<file path="config.mk">
export PLATFORM = sky130hd
export DESIGN_NAME = io_command_dispatcher
export DESIGN_NICKNAME = d
export VERILOG_FILES = /design/src/rtl/io_cmd_pkg.sv /design/src/rtl/io_cmd_fifo.sv /design/src/rtl/io_command_dispatcher.sv
export SDC_FILE = /design/constraint.sdc
export NUM_CORES = 1
export LEC_CHECK = 0
export ABC_CLOCK_PERIOD_IN_PS = 6800
export CORE_MARGIN = 2
export CORE_UTILIZATION = 30
export CTS_BUF_LIST = sky130_fd_sc_hd__clkbuf_8 sky130_fd_sc_hd__clkbuf_16
export DETAILED_ROUTE_END_ITERATION = 10
export HOLD_SLACK_MARGIN = 0.08
export PLACE_DENSITY = 0.61
export SLEW_MARGIN = 30
export SYNTH_ARGS = -nofsm -noshare
export SYNTH_HDL_FRONTEND = slang
export SYNTH_SLANG_ARGS = --single-unit
</file>
<file path="constraint.sdc">
create_clock -name sys_clk -period 6.8 [get_ports sys_clk]
set_clock_uncertainty 0.2 [all_clocks]
set_input_delay 1.02 -clock sys_clk [delete_from_list [all_inputs] [get_ports sys_clk]]
set_output_delay 1.02 -clock sys_clk [all_outputs]
set_load 0.03 [all_outputs]
</file>
<file path="src/rtl/io_cmd_pkg.sv">
// Shared widths, helpers and the response-entry type for the IO command dispatcher.
package io_cmd_pkg;

    localparam int TAG_W         = 4;
    localparam int RESP_DATA_MAX = 64;

    function automatic int calcWpc(input int dataBits, input int portBytes);
        return (portBytes * 8) / dataBits;
    endfunction

    // Select fields never collapse to zero width, even for a single word or channel.
    function automatic int calcSelW(input int n);
        return (n > 1) ? $clog2(n) : 1;
    endfunction

    localparam int WPC        = calcWpc(16, 4);
    localparam int WORD_SEL_W = calcSelW(WPC);
    localparam int CHAN_SEL_W = calcSelW(4);

    typedef logic [TAG_W-1:0] regTag_t;

    // Data is held zero-extended so one type serves any system word width up to 64 bits.
    typedef struct packed {
        regTag_t                  tag;
        logic [RESP_DATA_MAX-1:0] data;
    } respEntry_t;

endpackage

</file>
<file path="src/rtl/io_cmd_fifo.sv">
// Single-clock FIFO with registered pointers; head is visible the cycle after the first push.
// Push is ignored when full and pop is ignored when empty, so callers gate with full/empty.
module io_cmd_fifo #(
    parameter int WIDTH = 8,
    parameter int DEPTH = 4
)(
    input  logic             sys_clk,
    input  logic             async_rst_n,
    input  logic             pushEn,
    input  logic [WIDTH-1:0] pushDat,
    input  logic             popEn,
    output logic [WIDTH-1:0] headDat,
    output logic             empty,
    output logic             full
);

    localparam int PtrW = (DEPTH > 1) ? $clog2(DEPTH) : 1;

    logic [WIDTH-1:0] mem [DEPTH];
    logic [PtrW-1:0]  wrPtr;
    logic [PtrW-1:0]  rdPtr;
    logic [PtrW:0]    count;
    logic             doPush;
    logic             doPop;

    assign doPush  = pushEn & ~full;
    assign doPop   = popEn & ~empty;
    assign empty   = (count == '0);
    assign full    = (count == (PtrW+1)'(DEPTH));
    assign headDat = mem[rdPtr];

    // Pointers wrap naturally because DEPTH is a power of two.
    always_ff @(posedge sys_clk or negedge async_rst_n) begin
        if (!async_rst_n) begin
            wrPtr <= '0;
            rdPtr <= '0;
            count <= '0;
        end else begin
            if (doPush) begin
                wrPtr <= wrPtr + PtrW'(1);
            end
            if (doPop) begin
                rdPtr <= rdPtr + PtrW'(1);
            end
            if (doPush && !doPop) begin
                count <= count + (PtrW+1)'(1);
            end else if (doPop && !doPush) begin
                count <= count - (PtrW+1)'(1);
            end
        end
    end

    always_ff @(posedge sys_clk) begin
        if (doPush) begin
            mem[wrPtr] <= pushDat;
        end
    end

endmodule

</file>
<file path="src/rtl/io_command_dispatcher.sv">
// Routes stores into per-channel FIFOs (head visible next cycle), serves loads from channel buffers
// with zero latency, and arbitrates captured port responses round-robin ahead of loads onto writeback.
module io_command_dispatcher
    import io_cmd_pkg::*;
#(
    parameter int DATABITWIDTH  = 16,
    parameter int PORTBYTEWIDTH = 4,
    parameter int CHANNELS      = 4,
    parameter int FIFODEPTH     = 4
)(
    input  logic                                          sys_clk,
    input  logic                                          async_rst_n,
    input  logic                                          clk_en,
    input  logic                                          CommandACK,
    output logic                                          CommandREQ,
    input  logic                                          CommandLoadEn,
    input  logic                                          CommandStoreEn,
    input  logic [DATABITWIDTH-1:0]                       CommandAddressIn,
    input  logic [TAG_W-1:0]                              CommandDestReg,
    input  logic [DATABITWIDTH-1:0]                       CommandDataIn,
    output logic                                          WritebackACK,
    input  logic                                          WritebackREQ,
    output logic [TAG_W-1:0]                              WritebackDestReg,
    output logic [DATABITWIDTH-1:0]                       WritebackDataOut,
    output logic [CHANNELS-1:0]                           IOOutACK,
    input  logic [CHANNELS-1:0]                           IOOutREQ,
    output logic [CHANNELS-1:0][TAG_W-1:0]                IODestRegOut,
    output logic [CHANNELS-1:0][DATABITWIDTH-1:0]         IODataOut,
    input  logic [CHANNELS-1:0]                           IOInACK,
    output logic [CHANNELS-1:0]                           IOInREQ,
    input  logic [CHANNELS-1:0]                           IORegResponseFlag,
    input  logic [CHANNELS-1:0][TAG_W-1:0]                IODestRegIn,
    input  logic [CHANNELS-1:0][PORTBYTEWIDTH*8-1:0]      IODataIn
);

    localparam int ChWords   = calcWpc(DATABITWIDTH, PORTBYTEWIDTH);
    localparam int WordShift = $clog2(ChWords);
    localparam int WordSelW  = calcSelW(ChWords);
    localparam int ChanSelW  = calcSelW(CHANNELS);
    localparam int EntryW    = TAG_W + DATABITWIDTH;

    logic                                             runFlag;
    logic [ChanSelW-1:0]                              selChan;
    logic [WordSelW-1:0]                              selWord;
    logic                                             isStore;
    logic                                             isLoad;
    logic                                             storeTake;
    logic                                             respTake;
    logic                                             respPending;
    logic [CHANNELS-1:0]                              fifoPush;
    logic [CHANNELS-1:0]                              fifoPop;
    logic [CHANNELS-1:0]                              fifoEmpty;
    logic [CHANNELS-1:0]                              fifoFull;
    logic [CHANNELS-1:0][EntryW-1:0]                  fifoHead;
    logic [CHANNELS-1:0][ChWords-1:0][DATABITWIDTH-1:0] chanBuf;
    logic [CHANNELS-1:0]                              inTake;
    logic [CHANNELS-1:0]                              respValid;
    respEntry_t                                       respReg [CHANNELS];
    logic [ChanSelW-1:0]                              rrPtr;
    logic [ChanSelW-1:0]                              rrCand;
    logic [ChanSelW-1:0]                              rrWinner;
    logic                                             rrFound;

    // Low address bits pick the word inside a port, the next bits pick the channel.
    assign selChan = ChanSelW'(CommandAddressIn >> WordShift);
    assign selWord = WordSelW'(CommandAddressIn) & WordSelW'(ChWords - 1);

    assign isStore     = CommandStoreEn;
    assign isLoad      = CommandLoadEn & ~CommandStoreEn;
    assign respPending = |respValid;

    // runFlag keeps every ready/valid low from reset until the first enabled edge after release.
    always_comb begin
        CommandREQ = 1'b0;
        if (runFlag) begin
            if (isStore) begin
                CommandREQ = ~fifoFull[selChan];
            end else if (isLoad) begin
                CommandREQ = WritebackREQ & ~respPending;
            end else begin
                CommandREQ = 1'b1;
            end
        end
    end

    assign storeTake = CommandACK & CommandREQ & isStore & clk_en;
    assign IOInREQ   = {CHANNELS{runFlag}} & ~respValid;
    assign inTake    = IOInACK & IOInREQ & {CHANNELS{clk_en}};
    assign IOOutACK  = ~fifoEmpty;
    assign fifoPop   = IOOutACK & IOOutREQ & {CHANNELS{clk_en}};

    for (genvar c = 0; c < CHANNELS; c++) begin : gChan
        assign fifoPush[c]     = storeTake & (selChan == ChanSelW'(c));
        assign IODestRegOut[c] = fifoHead[c][EntryW-1 -: TAG_W];
        assign IODataOut[c]    = fifoHead[c][DATABITWIDTH-1:0];

        io_cmd_fifo #(
            .WIDTH (EntryW),
            .DEPTH (FIFODEPTH)
        ) uFifo (
            .sys_clk     (sys_clk),
            .async_rst_n (async_rst_n),
            .pushEn      (fifoPush[c]),
            .pushDat     ({CommandDestReg, CommandDataIn}),
            .popEn       (fifoPop[c]),
            .headDat     (fifoHead[c]),
            .empty       (fifoEmpty[c]),
            .full        (fifoFull[c])
        );
    end

    // First pending response at or after rrPtr wins.
    always_comb begin
        rrFound  = 1'b0;
        rrWinner = rrPtr;
        rrCand   = rrPtr;
        for (int k = 0; k < CHANNELS; k++) begin
            rrCand = rrPtr + ChanSelW'(k);
            if (!rrFound && respValid[rrCand]) begin
                rrFound  = 1'b1;
                rrWinner = rrCand;
            end
        end
    end

    // Buffer reads are combinational, so a same-cycle port write still returns the old word.
    always_comb begin
        WritebackACK     = 1'b0;
        WritebackDestReg = CommandDestReg;
        WritebackDataOut = chanBuf[selChan][selWord];
        if (runFlag) begin
            if (respPending) begin
                WritebackACK     = 1'b1;
                WritebackDestReg = respReg[rrWinner].tag;
                WritebackDataOut = DATABITWIDTH'(respReg[rrWinner].data);
            end else begin
                WritebackACK = CommandACK & isLoad;
            end
        end
    end

    assign respTake = respPending & WritebackACK & WritebackREQ & clk_en;

    always_ff @(posedge sys_clk or negedge async_rst_n) begin
        if (!async_rst_n) begin
            runFlag   <= 1'b0;
            rrPtr     <= '0;
            respValid <= '0;
            chanBuf   <= '0;
            for (int c = 0; c < CHANNELS; c++) begin
                respReg[c] <= '0;
            end
        end else if (clk_en) begin
            runFlag <= 1'b1;
            for (int c = 0; c < CHANNELS; c++) begin
                if (inTake[c]) begin
                    chanBuf[c] <= IODataIn[c];
                    if (IORegResponseFlag[c]) begin
                        respValid[c] <= 1'b1;
                        respReg[c]   <= '{tag:  IODestRegIn[c],
                                          data: RESP_DATA_MAX'(IODataIn[c][DATABITWIDTH-1:0])};
                    end
                end
            end
            // A capturing channel is never the winner: its ready was low while it held a response.
            if (respTake) begin
                respValid[rrWinner] <= 1'b0;
                rrPtr               <= rrWinner + ChanSelW'(1);
            end
        end
    end

endmodule

</file>
==> summary.md, run 1 <==
| Metric | Value |
|---|---|
| Max-cap violations | `0` |
| Vias per inst | `4.80` |
| Post-CTS Setup Inserts | `0` |
| Dpl ws | `1.69 ns` |
| Critical Path Source Type | `register` |
| Setup TNS | `0 ns` |
| Share of cells above drive strength 1 | `19.8%` |
| DRT antenna net count | `0` |
| Ys flop type | `edfxtp_1` |
| First-pass GRT wire length | `92.5 mm` |
| NumNets Final | `2,036` |
| WL per Instance | `21.6 um` |
| Reg2reg end | `gChan[0].uFifo.count[2]` |
| Total core area | `76,100 um^2` |
| Cell family with most CP delay | `simple AND/OR/NAND/NOR gates` |
| Antenna violations before repair | `16` |
| Yosys reg bits | `563` |
| Ys Warns | `0` |
| Clk_lat worst skew | `0.65 ns` |
| I/O Pins | `309` |
| Pwr dens | `451 nW/um^2` |
| R2R depth | `8` |
| Vias in the first global route | `14,700` |
| Clock sink count | `563` |
| Post-synthesis sequential area ratio | `67.9%` |
| RSZ-0062 raised after global routing | `false` |
| Worst vdd ir | `0.289 mV` |
| Tightest Hold Check Type | `in -> async` |
| Buf+Inv Stages, Crit Path | `2` |
| Worst Tran Pin Value | `0.947 ns` |
| DIE AREA | `79,300 um^2` |
| Status | `finished, final reports clean` |
| R2r setup slk | `3.42 ns` |
| Max Clk Rate | `0.186 GHz` |
| Fin crit share | `79.2%` |
| Worst r2r src | `runFlag` |
| Slowest CP cell | `clkdlybuf4s50_1` |
| Rel. slew slack | `36.7%` |
| Cell variety after synth | `47` |
| Final count of negative-setup-slack endpoints | `0` |
| Worst path arrival time | `4.17 ns` |
| Worst path cell trace | `inv_1 > nor2_2 > nand2_1 > o221ai_1 > clkdlybuf4s50_1` |
| Total CTS buffers | `60` |
| Synth Cell Area | `23,100 um^2` |
| Final Hold Viols | `0` |
| Syn_nets | `1,728` |
| DRT iter0 DRCs | `886` |
| Critical path peak fanout | `16` |
| CP Capture Type | `primary output` |
| Final slew viol count | `0` |
| Static leakage power | `11.3 nW` |
| Worst-path clk slew | `0.06 ns` |
| Crit path kind | `reg -> out` |
| Post-synth EDFFs | `320` |
| Synth top area share | `41.6%` |
| Hold Buf Count CTS | `0` |
| CP required | `5.58 ns` |
| Post-DP HPWL | `41.7 mm` |
| Gpl congestion | `0.822` |
| Final worst path period need | `5.39 ns` |
| CTS tree | `built` |
| Post-cts sizing count | `0` |
| Starting Density | `30.4%` |
| Max incr delay on CP | `0.78 ns` |
| Die Span X | `282 um` |
| Vias | `13,900` |
| Port buffer count | `295` |
| Dpl cell area | `27,200 um^2` |
| Mapped Cells | `1,501` |
| Post-route design area | `29,300 um^2` |
| Post-synth top area cell | `edfxtp_1` |
| Synth top area cells | `edfxtp_1 42%, dfrtp_1 26%, mux4_2 10%` |
| Clock Path Buffers | `3` |
| Area Overhead vs Synth | `26.9%` |
| Avg Inst Size Synth | `15.4 um^2` |
| Clock Tree Root | `clkbuf_16` |
| Routed Wire Length | `62.6 mm` |
| Final worst setup slack | `1.41 ns` |
| Row count | `101` |
| Chip height | `282 um` |
| Gr ovfl total | `0` |
| Gr usage total | `15.7%` |
| Fillcell total | `7,141` |
| Largest net degree at the start of global routing | `157` |
| Drt drc | `0` |
| H-tree depth | `2` |
| First-pass DRT Iterations | `7` |
| FFs w/ async S/R, synth | `43.2%` |
==> cell type report <==
type                            count  area (um^2)  area share [%]
Antenna cell                        2         5.00          0.0171
Multi-Input combinational cell    844         7020            23.9
Timing Repair Buffer              316         3120            10.6
Sequential cell                   563        15700            53.5
Inverter                           24         90.1           0.307
Tap cell                         1030         1290            4.40
Clock inverter                     51          566            1.93
Clock buffer                       62         1530            5.22
==> through the flow <==
step	utilization [%]	power [mW]	hold slack, ns	cells
detailed placement	35.8	9.93	0.258	2777
global route	38.5	13.9	0.210	2890
floorplan	-	8.00	0.240	1501
CTS	38.5	13.4	0.217	2890
finish	38.5	13.2	0.175	2892
global placement	35.7	9.83	0.253	2777
==> registers in the layout (all words and copies together) (netlist names) <==
name,flops
chanBuf,128
gChan.uFifo.count,12
gChan.uFifo.mem,320
gChan.uFifo.rdPtr,8
gChan.uFifo.wrPtr,8
respReg,80
respValid,4
rrPtr,2
runFlag,1
==> cells in the final DEF, fill, tap and decap left out, types with 3 or more instances in the layout <==
master	netlist	final
nand2_1	408	408
edfxtp_1	320	320
clkdlybuf4s50_1	0	292
dfrtp_1	243	239
mux2_2	106	106
mux4_2	105	105
clkbuf_16	0	60
mux2i_1	47	47
inv_1	18	27
ha_1	24	24
buf_4	7	20
o221ai_1	16	16
and2_2	0	16
xnor2_1	16	16
nor2_1	14	14
clkinv_2	0	12
or3_1	9	9
nand4_1	9	9
bufinv_16	0	9
xor2_1	8	8
clkinv_1	0	8
a21oi_1	7	7
clkinvlp_4	0	7
inv_2	6	6
o21ai_0	6	6
nand3_1	5	5
o22ai_1	5	5
a221oi_1	4	4
o21bai_1	4	4
nor3b_1	4	4
a22oi_1	4	4
fa_1	4	4
dfrtp_2	0	4
nand2b_1	3	3
clkinv_16	0	3
==> metal layers <==
metal / track usage, % / vias to the layer above / wire, um
met4: 4.81 / 26 / 1780
met2: 26.3 / 480 / 30400
li1: - / 6096 / -
met1: 19.4 / 7151 / 25200
met5: 0 / - / 162
met3: 4.73 / 121 / 5090
==> worst max path at each step <==
stage | startpoint | to | slack, ns | depth (start not counted)
floorplan | CommandAddressIn[2] | CommandREQ | 2.81 | 4
CTS | runFlag | WritebackDataOut[3] | 1.38 | 5
finish | runFlag | WritebackDataOut[3] | 1.41 | 5
global route | respValid[2] | WritebackDataOut[3] | 1.26 | 7
detailed placement | CommandAddressIn[1] | WritebackDataOut[11] | 1.69 | 7
global placement | CommandAddressIn[1] | WritebackDataOut[6] | 1.70 | 7
==> report_power, final <==
part           total [mW]  internal (mW)  switching [mW]
Combinational        4.92           2.21            2.71
Clock                3.40           1.99            1.41
Sequential           4.89           4.35           0.538
==> cells in the mapped netlist (all sizes together), types with 15 or more instances <==
cell,instances
and2,16
buf,33
clkbuf,37
dfrtp,243
edfxtp,320
ha,24
inv,24
mux2,107
mux2i,47
mux4,105
nand2,410
nor2,15
o221ai,16
xnor2,16
==> worst reg2reg max path, cell delays in order (launching register included) <==
cell and delay (ns):
dfrtp_1 0.47, nand4_1 0.53, nor4_2 0.85, ha_1 0.32
inv_1 0.07, fa_1 0.43, xor2_1 0.17, nor2_1 0.11
xor2_1 0.15
==> cells by family after synthesis <==
group	after synthesis	share of synthesized area, %
xor gates and xnor gates	24	0.910
buffers and inverters	94	1.80
DFF	563	67.9
muxes	259	17.5
and+or+nand+nor	480	8.56
adders and majority gates	28	1.65
AOI/OAI and AO/OA	53	1.69
Power figures use the tool's default switching activity.
==> run 2: changes to the inputs <==
--- a/config.mk
+++ b/config.mk
@@ -5,7 +5,7 @@
 export SDC_FILE = /design/constraint.sdc
 export NUM_CORES = 1
 export LEC_CHECK = 0
-export ABC_CLOCK_PERIOD_IN_PS = 6800
+export ABC_CLOCK_PERIOD_IN_PS = 5380
 export CORE_MARGIN = 2
 export CORE_UTILIZATION = 30
 export CTS_BUF_LIST = sky130_fd_sc_hd__clkbuf_8 sky130_fd_sc_hd__clkbuf_16
==> constraint.sdc (replaced) <==
create_clock -name sys_clk -period 5.38 [get_ports sys_clk]
set_clock_uncertainty 0.2 [all_clocks]
set_input_delay 0.807 -clock sys_clk [delete_from_list [all_inputs] [get_ports sys_clk]]
set_output_delay 0.807 -clock sys_clk [all_outputs]
set_load 0.03 [all_outputs]
==> summary.md, run 2 (same netlist as run 1, synthesis figures left out) <==
| Metric | Value |
|---|---|
| Inserted Diodes | `0 (-2)` |
| Gr usage total | `16.1% (+0.37 points)` |
| R2r setup slk | `2.13 ns (-1.29 ns)` |
| Critical path peak fanout | `16 (unchanged)` |
| Worst vdd ir | `0.437 mV (+51%)` |
| Top reg by flops | `gChan.uFifo.mem` |
| Largest net degree at the start of global routing | `123 (-22%)` |
| Post-cts sizing count | `0 (unchanged)` |
| Max Clk Rate | `0.201 GHz` |
| Antenna violations before repair | `13 (-3)` |
| Vias | `13,900 (+0.50%)` |
| Gpl congestion | `0.858 (+4.4%)` |
| Chip height | `282 um (unchanged)` |
| DIE AREA | `79,300 um^2 (unchanged)` |
| Port buffer count | `295 (unchanged)` |
| Critical Path Source Type | `register` |
| Setup TNS | `0 ns (unchanged)` |
| Fin util | `38.9% (+0.35 points)` |
| Worst path arrival time | `3.96 ns (-0.21 ns)` |
| Max-cap violations | `0 (unchanged)` |
| Post-Layout Cell Count | `2,912 (+0.69%)` |
| Vias in the first global route | `14,900 (+1.1%)` |
| CTS tree | `built` |
| R2R depth | `10 (+2)` |
| Share of cells above drive strength 1 | `20.5% (+0.73 points)` |
| DRT antenna net count | `0 (unchanged)` |
| Clock Tree Root | `clkbuf_16` |
| Gr ovfl total | `0 (unchanged)` |
| Hold Buf Count CTS | `0 (unchanged)` |
| Final Hold Viols | `0 (unchanged)` |
| Worst-path clk slew | `0.06 ns (about the same)` |
| Max reg flops | `320 (unchanged)` |
| Final slew viol count | `0 (unchanged)` |
| DRT iter0 DRCs | `991 (+12%)` |
| Commonest non-fill, non-tap cell in the layout | `nand2_1` |
| WL per Instance | `21.8 um (+0.87%)` |
| Hold Path End | `chanBuf[122]` |
| Min-delay src | `chanBuf[122]` |
| Static leakage power | `11.5 nW (+1.6%)` |
| I/O Pins | `309 (unchanged)` |
| Pwr dens | `572 nW/um^2 (+27%)` |
| Clock sink count | `563 (unchanged)` |
| Worst Tran Pin Value | `0.904 ns (-0.0430 ns)` |
| Vias per inst | `4.79 (-0.19%)` |
| CP required | `4.37 ns (-1.21 ns)` |
| Clock Path Buffers | `3 (unchanged)` |
| First-pass GRT wire length | `94.3 mm (+1.9%)` |
| Post-DP HPWL | `43.3 mm (+3.8%)` |
| Clk_lat worst skew | `0.63 ns (-0.02 ns)` |
| Final count of negative-setup-slack endpoints | `0 (unchanged)` |
| CP Capture Type | `primary output` |
| Die Span X | `282 um (unchanged)` |
| Total core area | `76,100 um^2 (unchanged)` |
| Area Overhead vs Synth | `28.0%` |
| Crit path kind | `reg -> out` |
| Starting Density | `30.4% (unchanged)` |
| Worst r2r src | `runFlag` |
| Post-CTS Setup Inserts | `0 (unchanged)` |
| Status | `finished, final reports clean` |
| Routed Wire Length | `63.6 mm (+1.6%)` |
| Placed Instances | `2,796 (+0.68%)` |
| Final worst path period need | `4.96 ns` |
| RSZ-0062 raised after global routing | `false` |
| Hold depth | `2` |
| Rel. slew slack | `39.7% (+3.0 points)` |
| Tightest Hold Check Type | `reg -> reg` |
| Row count | `101 (unchanged)` |
| Largest registers | `gChan.uFifo.mem x320, chanBuf x128, respReg x80` |
| Final worst setup slack | `0.417 ns (-0.998 ns)` |
| NumNets Final | `2,057 (+1.0%)` |
| Fillcell total | `7,124 (-0.24%)` |
| H-tree depth | `2 (unchanged)` |
| Total CTS buffers | `60 (unchanged)` |
| Reg2reg end | `gChan[3].uFifo.count[2]` |
| Dpl ws | `0.733 ns (-0.959 ns)` |
| Most frequent cells in the layout | `408 x nand2_1, 320 x edfxtp_1, 292 x clkdlybuf4s50_1, 238 x dfrtp_1, 106 x mux2_2` |
| First-pass DRT Iterations | `5 (-2)` |
| Fin crit share | `92.3%` |
| Drt drc | `0 (unchanged)` |
## run 2: worst max-delay path: stages (launching register included)
cell and delay (ns):
dfrtp_1 0.45, nor2b_1 0.16, o21ai_0 0.58, nand2_2 0.30, inv_2 0.16, nand2_2 0.33, o221ai_1 0.54, clkdlybuf4s50_1 0.78
## run 2: area by class of cell
type / instances / area [um^2] / share of cell area (%)
flip-flops and latches: 563 / 15700 / 53.1
multi-input cells: 844 / 7010 / 23.7
repair buffers: 337 / 3310 / 11.2
clock buffers: 74 / 1690 / 5.73
well taps: 1030 / 1290 / 4.36
clock inverters: 40 / 485 / 1.64
inverters: 24 / 90.1 / 0.305
## run 2: worst max path at each step
stage                                    from              endpoint  slack, ns  cells after the start
after CTS                        respValid[2]   WritebackDataOut[3]       0.38                      7
final                            respValid[2]  WritebackDataOut[15]       0.42                      7
after global routing             respValid[2]   WritebackDataOut[3]       0.25                      7
after global placement    CommandAddressIn[1]  WritebackDataOut[11]       0.78                      7
after floorplan           CommandAddressIn[2]            CommandREQ       1.82                      4
after detailed placement  CommandAddressIn[1]  WritebackDataOut[11]       0.73                      7
## run 2: power by group
part,switching [mW],internal (mW)
logic,3.40,2.84
clock network,1.77,2.67
registers,0.748,5.50
## run 2: per-stage QoR
step	power [mW]	cell area (um^2)	hold slack [ns]
floorplan	10.1	23100	0.240
global placement	12.5	27300	0.253
detailed placement	12.6	27400	0.258
CTS	17.1	29500	0.0975
global route	17.8	29600	0.277
finish	16.9	29600	0.268
## run 2: layer usage
metal / vias up / part of all wire [%] / track usage (%)
met5: - / 0.24 / 0
met3: 128 / 7.3 / 4.06
met2: 548 / 49 / 26.8
li1: 6133 / - / -
met4: 24 / 3.4 / 5.78
met1: 7111 / 40 / 20.2
